`src/rtl/mul_div_unit.sv`:
```
// Iterative multiply/divide unit with architectural HI/LO registers.
// Shift-add multiply and restoring divide on operand magnitudes, signs applied in FIX.
//
// state | meaning
// IDLE  | waiting for start; MTHI/MTLO write hi/lo directly
// MUL   | shift-add iterations, one multiplier bit per cycle
// DIV   | restoring division iterations, one quotient bit per cycle
// FIX   | apply result signs, write hi/lo, pulse done
module mul_div_unit #(
    parameter int WIDTH = 32
) (
    input  logic             clk,
    input  logic             rst,
    input  logic             start,
    input  logic [1:0]       md_op,
    input  logic             unsigned_num,
    input  logic             flush,
    input  logic [WIDTH-1:0] data_a,
    input  logic [WIDTH-1:0] data_b,
    output logic             busy,
    output logic             done,
    output logic [WIDTH-1:0] hi,
    output logic [WIDTH-1:0] lo
);

    localparam int CW = $clog2(WIDTH + 1);

    localparam logic [1:0] OP_MUL  = 2'b00;
    localparam logic [1:0] OP_DIV  = 2'b01;
    localparam logic [1:0] OP_MTHI = 2'b10;
    localparam logic [1:0] OP_MTLO = 2'b11;

    typedef enum logic [1:0] {
        S_IDLE = 2'b00,
        S_MUL  = 2'b01,
        S_DIV  = 2'b10,
        S_FIX  = 2'b11
    } state_t;

    state_t state, state_next;

    logic [CW-1:0]      cnt;
    logic [WIDTH-1:0]   op_a;
    logic [WIDTH-1:0]   op_b;
    logic [2*WIDTH-1:0] acc;
    logic               is_div;
    logic               neg_res;
    logic               neg_rem;

    logic               sign_a, sign_b;
    logic [WIDTH-1:0]   mag_a, mag_b;
    logic               last_iter;
    logic               accept;
    logic [WIDTH:0]     mul_sum;
    logic [2*WIDTH-1:0] mul_next;
    logic [WIDTH:0]     rem_sh;
    logic [WIDTH-1:0]   rem_sub;
    logic               div_ge;
    logic [2*WIDTH-1:0] div_next;
    logic [2*WIDTH-1:0] prod_fix;
    logic [WIDTH-1:0]   quot_fix;
    logic [WIDTH-1:0]   rem_fix;

    always_comb begin
        sign_a    = ~unsigned_num & data_a[WIDTH-1];
        sign_b    = ~unsigned_num & data_b[WIDTH-1];
        mag_a     = sign_a ? (~data_a + 1'b1) : data_a;
        mag_b     = sign_b ? (~data_b + 1'b1) : data_b;
        last_iter = (cnt == CW'(WIDTH - 1));
        accept    = start & ~flush;

        // Multiplier sits in the low half and shifts out as the product shifts in.
        mul_sum   = {1'b0, acc[2*WIDTH-1:WIDTH]} + (acc[0] ? {1'b0, op_a} : '0);
        mul_next  = {mul_sum, acc[WIDTH-1:1]};

        // Dividend sits in the low half; quotient bits fill in from the right.
        rem_sh    = {acc[2*WIDTH-1:WIDTH], acc[WIDTH-1]};
        div_ge    = (rem_sh >= {1'b0, op_b});
        rem_sub   = rem_sh[WIDTH-1:0] - op_b;
        div_next  = div_ge ? {rem_sub, acc[WIDTH-2:0], 1'b1}
                           : {rem_sh[WIDTH-1:0], acc[WIDTH-2:0], 1'b0};

        prod_fix  = neg_res ? (~acc + 1'b1) : acc;
        quot_fix  = neg_res ? (~acc[WIDTH-1:0] + 1'b1) : acc[WIDTH-1:0];
        rem_fix   = neg_rem ? (~acc[2*WIDTH-1:WIDTH] + 1'b1) : acc[2*WIDTH-1:WIDTH];
    end

    always_comb begin
        state_next = state;
        case (state)
            S_IDLE: begin
                if (accept && md_op == OP_MUL) state_next = S_MUL;
                if (accept && md_op == OP_DIV) state_next = S_DIV;
            end
            S_MUL, S_DIV: begin
                if (flush)          state_next = S_IDLE;
                else if (last_iter) state_next = S_FIX;
            end
            S_FIX:   state_next = S_IDLE;
            default: state_next = S_IDLE;
        endcase
    end

    always_ff @(posedge clk or posedge rst) begin
        if (rst) state <= S_IDLE;
        else     state <= state_next;
    end

    always_ff @(posedge clk or posedge rst) begin
        if (rst) begin
            hi      <= '0;
            lo      <= '0;
            busy    <= 1'b0;
            done    <= 1'b0;
            cnt     <= '0;
            op_a    <= '0;
            op_b    <= '0;
            acc     <= '0;
            is_div  <= 1'b0;
            neg_res <= 1'b0;
            neg_rem <= 1'b0;
        end else begin
            done <= 1'b0;
            busy <= (state_next != S_IDLE);
            case (state)
                S_IDLE: begin
                    if (accept) begin
                        case (md_op)
                            OP_MTHI: hi <= data_a;
                            OP_MTLO: lo <= data_a;
                            default: begin
                                op_a    <= mag_a;
                                op_b    <= mag_b;
                                is_div  <= (md_op == OP_DIV);
                                neg_res <= sign_a ^ sign_b;
                                neg_rem <= sign_a;
                                cnt     <= '0;
                                acc     <= (md_op == OP_DIV) ? {{WIDTH{1'b0}}, mag_a}
                                                             : {{WIDTH{1'b0}}, mag_b};
                            end
                        endcase
                    end
                end
                S_MUL: begin
                    acc <= mul_next;
                    cnt <= cnt + 1'b1;
                end
                S_DIV: begin
                    acc <= div_next;
                    cnt <= cnt + 1'b1;
                end
                S_FIX: begin
                    if (!flush) begin
                        done <= 1'b1;
                        if (!is_div) begin
                            {hi, lo} <= prod_fix;
                        end else if (op_b != '0) begin
                            lo <= quot_fix;
                            hi <= rem_fix;
                        end
                    end
                end
                default: ;
            endcase
        end
    end

endmodule

```
`config.mk`:
```
export PLATFORM = sky130hd
export DESIGN_NAME = mul_div_unit
export DESIGN_NICKNAME = d
export VERILOG_FILES = /design/src/rtl/mul_div_unit.sv
export SDC_FILE = /design/constraint.sdc
export NUM_CORES = 1
export LEC_CHECK = 0
export ABC_AREA = 0
export BUFFER_PORTS_ARGS = -buffer_cell sky130_fd_sc_hd__buf_2
export CELL_PAD_IN_SITES_DETAIL_PLACEMENT = 1
export CELL_PAD_IN_SITES_GLOBAL_PLACEMENT = 2
export CORE_MARGIN = 8
export CORE_UTILIZATION = 37
export DETAILED_ROUTE_END_ITERATION = 16
export HOLD_SLACK_MARGIN = 0.06
export PLACE_DENSITY = 0.85
export SKIP_LAST_GASP = 1
export SLEW_MARGIN = 30
export SYNTH_ARGS = -nofsm -noshare
export SYNTH_HDL_FRONTEND = slang
export SYNTH_SLANG_ARGS = --single-unit
```
`constraint.sdc`:
```
create_clock -name clk -period 9 [get_ports clk]
set_input_delay 1.8 -clock clk [delete_from_list [all_inputs] [get_ports clk]]
set_output_delay 1.8 -clock clk [all_outputs]
set_load 0.05 [all_outputs]
```
==> run metrics, run 1 <==
antenna violation net count after detailed routing=0; filler cell count=5142; First DRT Iteration DRCs=1513; most used routing layer in global routing=met2; Synth async-reset ratio=1.00; WP data required=9.45 ns; critical path arrival=4.73 ns; CP Class=primary input to register; antenna diode count=0; Sink Count=205; worst slew pin tran=0.976 ns; CP dominant cell by count=nor4_1; maximum vdd drop=0.241 mV; initial antenna violation count=0; die extent in y=223 um; CP max stage cell=nor4_1; synthesized area=0.0158 mm2; max frequency=234 MHz; Leakage=0.00807 uW; MaxCap Viol Count=0; crit start category=primary input; flop2flop setup slack=4.79 ns; CTS tree=built; H-tree levels=1; hold crit path type=register to register; Post-Syn Area per Cell=8.03 um2; GR met2 Demand/Resource=0.405; top_reg_cell synth=dfrtp_1; Synth cell types=69; largest cells by area after synthesis=dfrtp_1 32%, o21ai_0 7.7%, nand2_1 6.1%, ha_1 5.8%, xor2_1 5.5%; Initial Utilization=0.376; via count=15900; Post-CTS Setup Bufs=0; drt pass-1 iters=5; Core ar.=0.0420 mm2; hold path endpoint=lo[0]; final net count=2178; r2r endpoint=acc[53]; Die X=223 um; Slew HR=0.343; crit end category=register; largest net degree at the start of global routing=99; vias in the first global route=16100; pre-CTS setup slack=4.22 ns; routed wire length=67.3 mm; # DRC=0; all-layer global routing usage=0.262; Die ar.=0.0496 mm2; Root Buffer=clkbuf_16; port bufs=136; Num CTS Buffers=25; M3 GR Usage=0.0411; Final Max Slew Viols=0; delay of the slowest critical-path stage=0.66 ns; CP top delay family=simple AND/OR/NAND/NOR gates; R2R depth=13; Power Density=338 mW/mm2; global-route wire length before repair=101 mm; status=finished clean; crit-path cells=buf_2 > nor4_1 > nand3_1 > nor4_1 > nand2_1 > or2_2 > o21ai_0 > xnor2_1 > a21oi_1 > o22ai_1; critical path buffer and inverter count=1; setup slack after layout=4.72 ns; clock-pin slew on the worst setup and hold paths=0.06 ns; GR Util met1=0.367; DR WL/cell=26.0 um; sequential-to-total area share from yosys stat=0.324; final setup violating endpoints=0; r2r startpoint=acc[0]; Worst-Skew Late Latency=0.54 ns; Synth Instances=1969; GP Congestion=0.925; Yosys warning total=0; syn nets=2115; post-CTS sizing=0; Hold Crit Depth=2; Layout area overhead=12.4%; EDFF count, synth=0; Final Critical Period=4.28 ns; FF+latch count, synth=205; row cnt=75; Synth top area share=0.324; Worst Hold Launch=lo[0]; setup TNS=0 ns; Vias/cell=6.13; period utilisation layout=0.475; Yosys top cell by area=dfrtp_1; # IOs=137; clk_skew=0.0108 ns; worst-case clock buffer depth=3; Overflow after GRT=0; RSZ-0062 raised after global routing=no; crit path max fanout=5; Hold Violations, Final=0; cts hold-fix bufs=0; DPL Wire Length=52.7 mm; layout cells sized above 1=0.112
-- registers in the layout (all words and copies together) (netlist names) --
| name | cells |
|---|---|
| acc | 64 |
| busy | 1 |
| cnt | 6 |
| done | 1 |
| hi | 32 |
| is_div | 1 |
| lo | 32 |
| neg_rem | 1 |
| neg_res | 1 |
| op_a | 32 |
| op_b | 32 |
| state | 2 |
-- how the worst max path moves through the flow --
stage,startpoint,endpoint,cells past startpoint,slack [ns]
finish,data_b[4],acc[29],10,4.72
global route,acc[0],acc[53],13,4.44
CTS,acc[0],acc[53],13,4.79
detailed placement,data_b[4],acc[30],10,4.22
global placement,data_b[4],acc[30],10,4.29
floorplan,rst,acc[0],1,1.60
-- report_power, final --
part	total, uW	switching [uW]	internal (uW)
Clock	1050	433	615
Combinational	3260	2280	985
Sequential	1700	419	1280
-- stage by stage --
step           instance area [um2]  hold slack (ns)  power, uW   util  std cells
3_3_place_gp                 16900            0.455       4830  0.403       2544
4_1_cts                      17800            0.479       5980  0.422       2588
2_1_floorplan                15800            0.438       3810      -       1969
3_5_place_dp                 16900            0.462       4910  0.403       2544
6_report                     17800            0.476       6010  0.423       2588
5_1_grt                      17800            0.500       6330  0.423       2588
-- logic make-up after synthesis --
| logic type | count (synthesis) | share of synthesized area |
|---|---|---|
| buf+inv | 186 | 0.0446 |
| flops | 205 | 0.324 |
| simple gates | 627 | 0.190 |
| xor+xnor | 177 | 0.0981 |
| compound gates | 656 | 0.255 |
| fa+ha+maj | 75 | 0.0603 |
| mux | 43 | 0.0274 |
-- synthesized netlist by cell type (all sizes together), types with 20 or more instances --
cell,n
nor4,27
xor2,100
ha,73
dfrtp,205
clkbuf,106
o21ai,245
nor3,37
nand3,35
inv,66
a211oi,29
mux2i,41
a21oi,139
xnor2,77
a22oi,42
nand4,20
o31ai,21
nand2,258
a21o,49
and2,39
nor2,112
-- worst reg2reg max path, cell delays in order, from the launching register on --
cell	delay, ns
dfrtp_1	0.36
buf_4	0.25
and2_1	0.24
ha_1	0.24
fa_1	0.41
a21o_1	0.22
a221oi_1	0.49
o22ai_1	0.25
a21oi_1	0.29
o21ai_0	0.37
a211oi_1	0.44
o211ai_1	0.17
a32oi_1	0.25
o211ai_1	0.11
-- layer usage --
metal	vias to the layer above	share of wire
met5	-	0
met4	0	0.037
met3	113	0.064
met2	514	0.44
met1	8030	0.46
li1	7201	-
-- cell type report --
cell class | instances | area, um2 | share of cell area
Timing Repair Buffer | 156 | 835 | 0.0470
Multi-Input combinational cell | 1578 | 10100 | 0.566
Sequential cell | 205 | 5130 | 0.289
Clock inverter | 9 | 98.8 | 0.00556
Tap cell | 539 | 674 | 0.0380
Clock buffer | 35 | 723 | 0.0407
Inverter | 66 | 255 | 0.0144
-- layout by cell type (no fill, tap or decap), drive strengths merged, types with 39 or more instances in the layout --
cell and instances:
inv 66, and2 39, xnor2 77, o21ai 245, a21oi 139, buf 156, a21o 49, a22oi 42
xor2 100, ha 73, nor2 112, dfrtp 205, nand2 258, mux2i 41
Power figures use the tool's default switching activity.
==> run 2, diff against run 1 <==
Settings changed: ABC_AREA 0 to 1, CORE_UTILIZATION 37 to 30, PLACE_DENSITY 0.85 to 0.81.
Clock period 9 ns to 3.9 ns, I/O delays scaled along.
==> run 2 against run 1 <==
Effect of this change:
- global-route usage is 0.71 points lower
- sequential power is 110% higher
- core utilization is 8.0 points lower
- non-clock buffer count is 23 higher
- combinational power grew to 2.6 times the previous value
- clock power grew to 2.6 times the previous value
- sequential cell count stayed put
- largest power group unchanged
- highest routed layer unchanged
==> run metrics, run 2 <==
vias in the first global route=22500 (+40%); most frequent cells in the layout=1092 x nand2_1, 457 x inv_1, 364 x nor2_1; Commonest cells post-synth=1092 x nand2_1, 461 x inv_1, 367 x nor2_1; flop2flop setup slack=0.83 ns (-3.96 ns); via count=22200 (+40%); Post-Place Cell Area=0.0210 mm2 (+24%); global-route wire length before repair=144 mm (+42%); final net count=3510 (+61%); syn nets=3410 (+61%); worst-case clock buffer depth=3 (unchanged); Die X=270 um (+21%); Post-CTS Setup Bufs=0 (unchanged); cts hold-fix bufs=0 (unchanged); setup TNS=0 ns (unchanged); max FFs per register=64 (unchanged); die extent in y=270 um (+21%); First DRT Iteration DRCs=1838 (+21%); area share of fa/ha/maj cells after synthesis=0.0493 (-0.0110); Synth async-reset ratio=1.00 (unchanged); Hold Violations, Final=0 (unchanged); Power Density=670 mW/mm2 (+98%); CTS tree=built; # DRC=0 (unchanged); Synth Area in Simple Gates=0.412 (+0.221); layout cells sized above 1=0.0842 (-0.0276); status=finished clean; RSZ-0062 raised after global routing=no; largest family of logic cells by synthesized area=simple AND/OR/NAND/NOR gates; initial antenna violation count=2 (+2); critical path arrival=3.53 ns (-1.20 ns); row cnt=93 (+24%); routed wire length=96.2 mm (+43%); crit path max fanout=34 (+29); Synth Instances=3264 (+66%); synthesized area=0.0193 mm2 (+22%); sequential-to-total area share from yosys stat=0.265 (-0.0591); Final Max Slew Viols=0 (unchanged); largest net degree at the start of global routing=112 (+13%); DPL Wire Length=79.0 mm (+50%); Overflow after GRT=0 (unchanged); Worst-Skew Late Latency=0.58 ns (+0.04 ns); final setup violating endpoints=0 (unchanged); Leakage=0.0119 uW (+47%); MaxCap Viol Count=0 (unchanged); antenna violation net count after detailed routing=0 (unchanged); all-layer global routing usage=0.255 (-0.00711); Initial Utilization=0.302 (-0.0745); H-tree levels=1 (unchanged); Post-Syn Area per Cell=5.92 um2 (-26%); crit end category=register; Synth top area share=0.265 (-0.0591); Synth cell types=52 (-25%); Reg with most FFs=acc; filler cell count=8569 (+67%); clock-pin slew on the worst setup and hold paths=0.06 ns (about the same); hold crit path type=primary input to async pin; crit start category=register; max frequency=326 MHz; Final Instance Area=0.0219 mm2 (+24%); largest cells by area after synthesis=dfrtp_1 27%, nand2_1 21%, inv_1 9.0%, nand3_1 8.7%, nor2_1 7.1%; Final Critical Period=3.07 ns; Synth Area in Compound Gates=0.131 (-0.124); Layout area overhead=13.5%; DR WL/cell=22.7 um (-13%); period utilisation layout=0.787; Vias/cell=5.25 (-14%); most common cell after layout, fill and taps aside=nand2_1; Yosys warning total=0 (unchanged); top_reg_cell synth=dfrtp_1; count leader, synth=nand2_1; GP Congestion=0.992 (+7.3%); EDFF count, synth=0 (unchanged); Num CTS Buffers=27 (+8.0%); Sink Count=205 (unchanged); post-synthesis xor/xnor area fraction=0.0254 (-0.0727); CP Class=register to register; drt pass-1 iters=5 (unchanged); post-CTS sizing=0 (unchanged); clk_skew=0.0189 ns (+0.00814 ns); # IOs=137 (unchanged); FF+latch count, synth=205 (unchanged); port bufs=136 (unchanged); WP data required=4.36 ns (-5.09 ns); maximum vdd drop=0.411 mV (+71%); Core ar.=0.0641 mm2 (+53%); setup slack after layout=0.830 ns (-3.89 ns); Yosys top cell by area=dfrtp_1; Root Buffer=clkbuf_16; Slew HR=0.369 (+0.0258); Die ar.=0.0728 mm2 (+47%); mux contribution to synthesized area=0 (-0.0274); antenna diode count=0 (unchanged); worst slew pin tran=0.946 ns (-0.0297 ns); pre-CTS setup slack=0.907 ns (-3.31 ns)
-- run 2: path summary, 6_finish.rpt --
path                           end  cells past startpoint   start
setup / recovery           acc[53]                     17  acc[0]
hold / removal             acc[56]                      2     rst
setup reg to reg           acc[53]                     17  acc[0]
hold reg to reg              lo[0]                      2   lo[0]
max in group asynchronous  op_b[7]                      3     rst
min in group clk              done                      2   flush
-- run 2: worst max-delay path, cell delays in order, from the launching register on --
cell     delay [ns]
dfrtp_1        0.35
buf_4          0.39
nand2_1        0.20
inv_1          0.15
fa_1           0.22
nand3_1        0.09
nand2_1        0.19
nand2_1        0.08
nand2_1        0.12
nand2_1        0.11
a21oi_1        0.43
nand2_1        0.19
nand2_1        0.10
nand2_1        0.05
nand3_1        0.11
nand2_1        0.07
nand2_1        0.06
nand2_1        0.05
-- run 2: where the power goes --
group          internal (uW)  total (uW)  switching (uW)  leakage, uW
Sequential              2920        3610             688      0.00254
Combinational           2160        8390            6220      0.00890
Clock                   1630        2710            1080     0.000458
-- run 2: cell families after synthesis --
kind of cell | after synthesis
AND/OR/NAND/NOR | 1915
buffers and inverters | 578
AO/OA/AOI/OAI | 435
flip-flops | 205
adder cells (fa/ha/maj) | 75
XOR/XNOR | 56
-- run 2: area by class of cell --
class | count | area, um2 | share of cell area
clock buffers | 41 | 808 | 0.0368
clock inverters | 9 | 146 | 0.00667
inverters | 470 | 1770 | 0.0806
multi-input cells | 2481 | 12000 | 0.545
flip-flops and latches | 205 | 5130 | 0.234
well taps | 855 | 1070 | 0.0487
repair buffers | 179 | 1060 | 0.0482
-- run 2: routing by layer --
layer,track usage,part of all wire,wire length [um],up-vias
met1,0.341,0.45,42900,10800
li1,-,-,-,10600
met5,0,0,0,-
met4,0.107,0.048,4590,0
met3,0.0238,0.048,4660,178
met2,0.419,0.46,44100,650
-- run 2: stage by stage --
stage               hold WS [ns]  utilization  std cells  total power [uW]
floorplan                  0.446            -       3264              9070
global placement           0.464        0.327       4190             11800
detailed placement         0.470        0.327       4190             11900
CTS                        0.184        0.342       4240             14700
global route               0.201        0.342       4240             15600
finish                     0.184        0.342       4240             14700
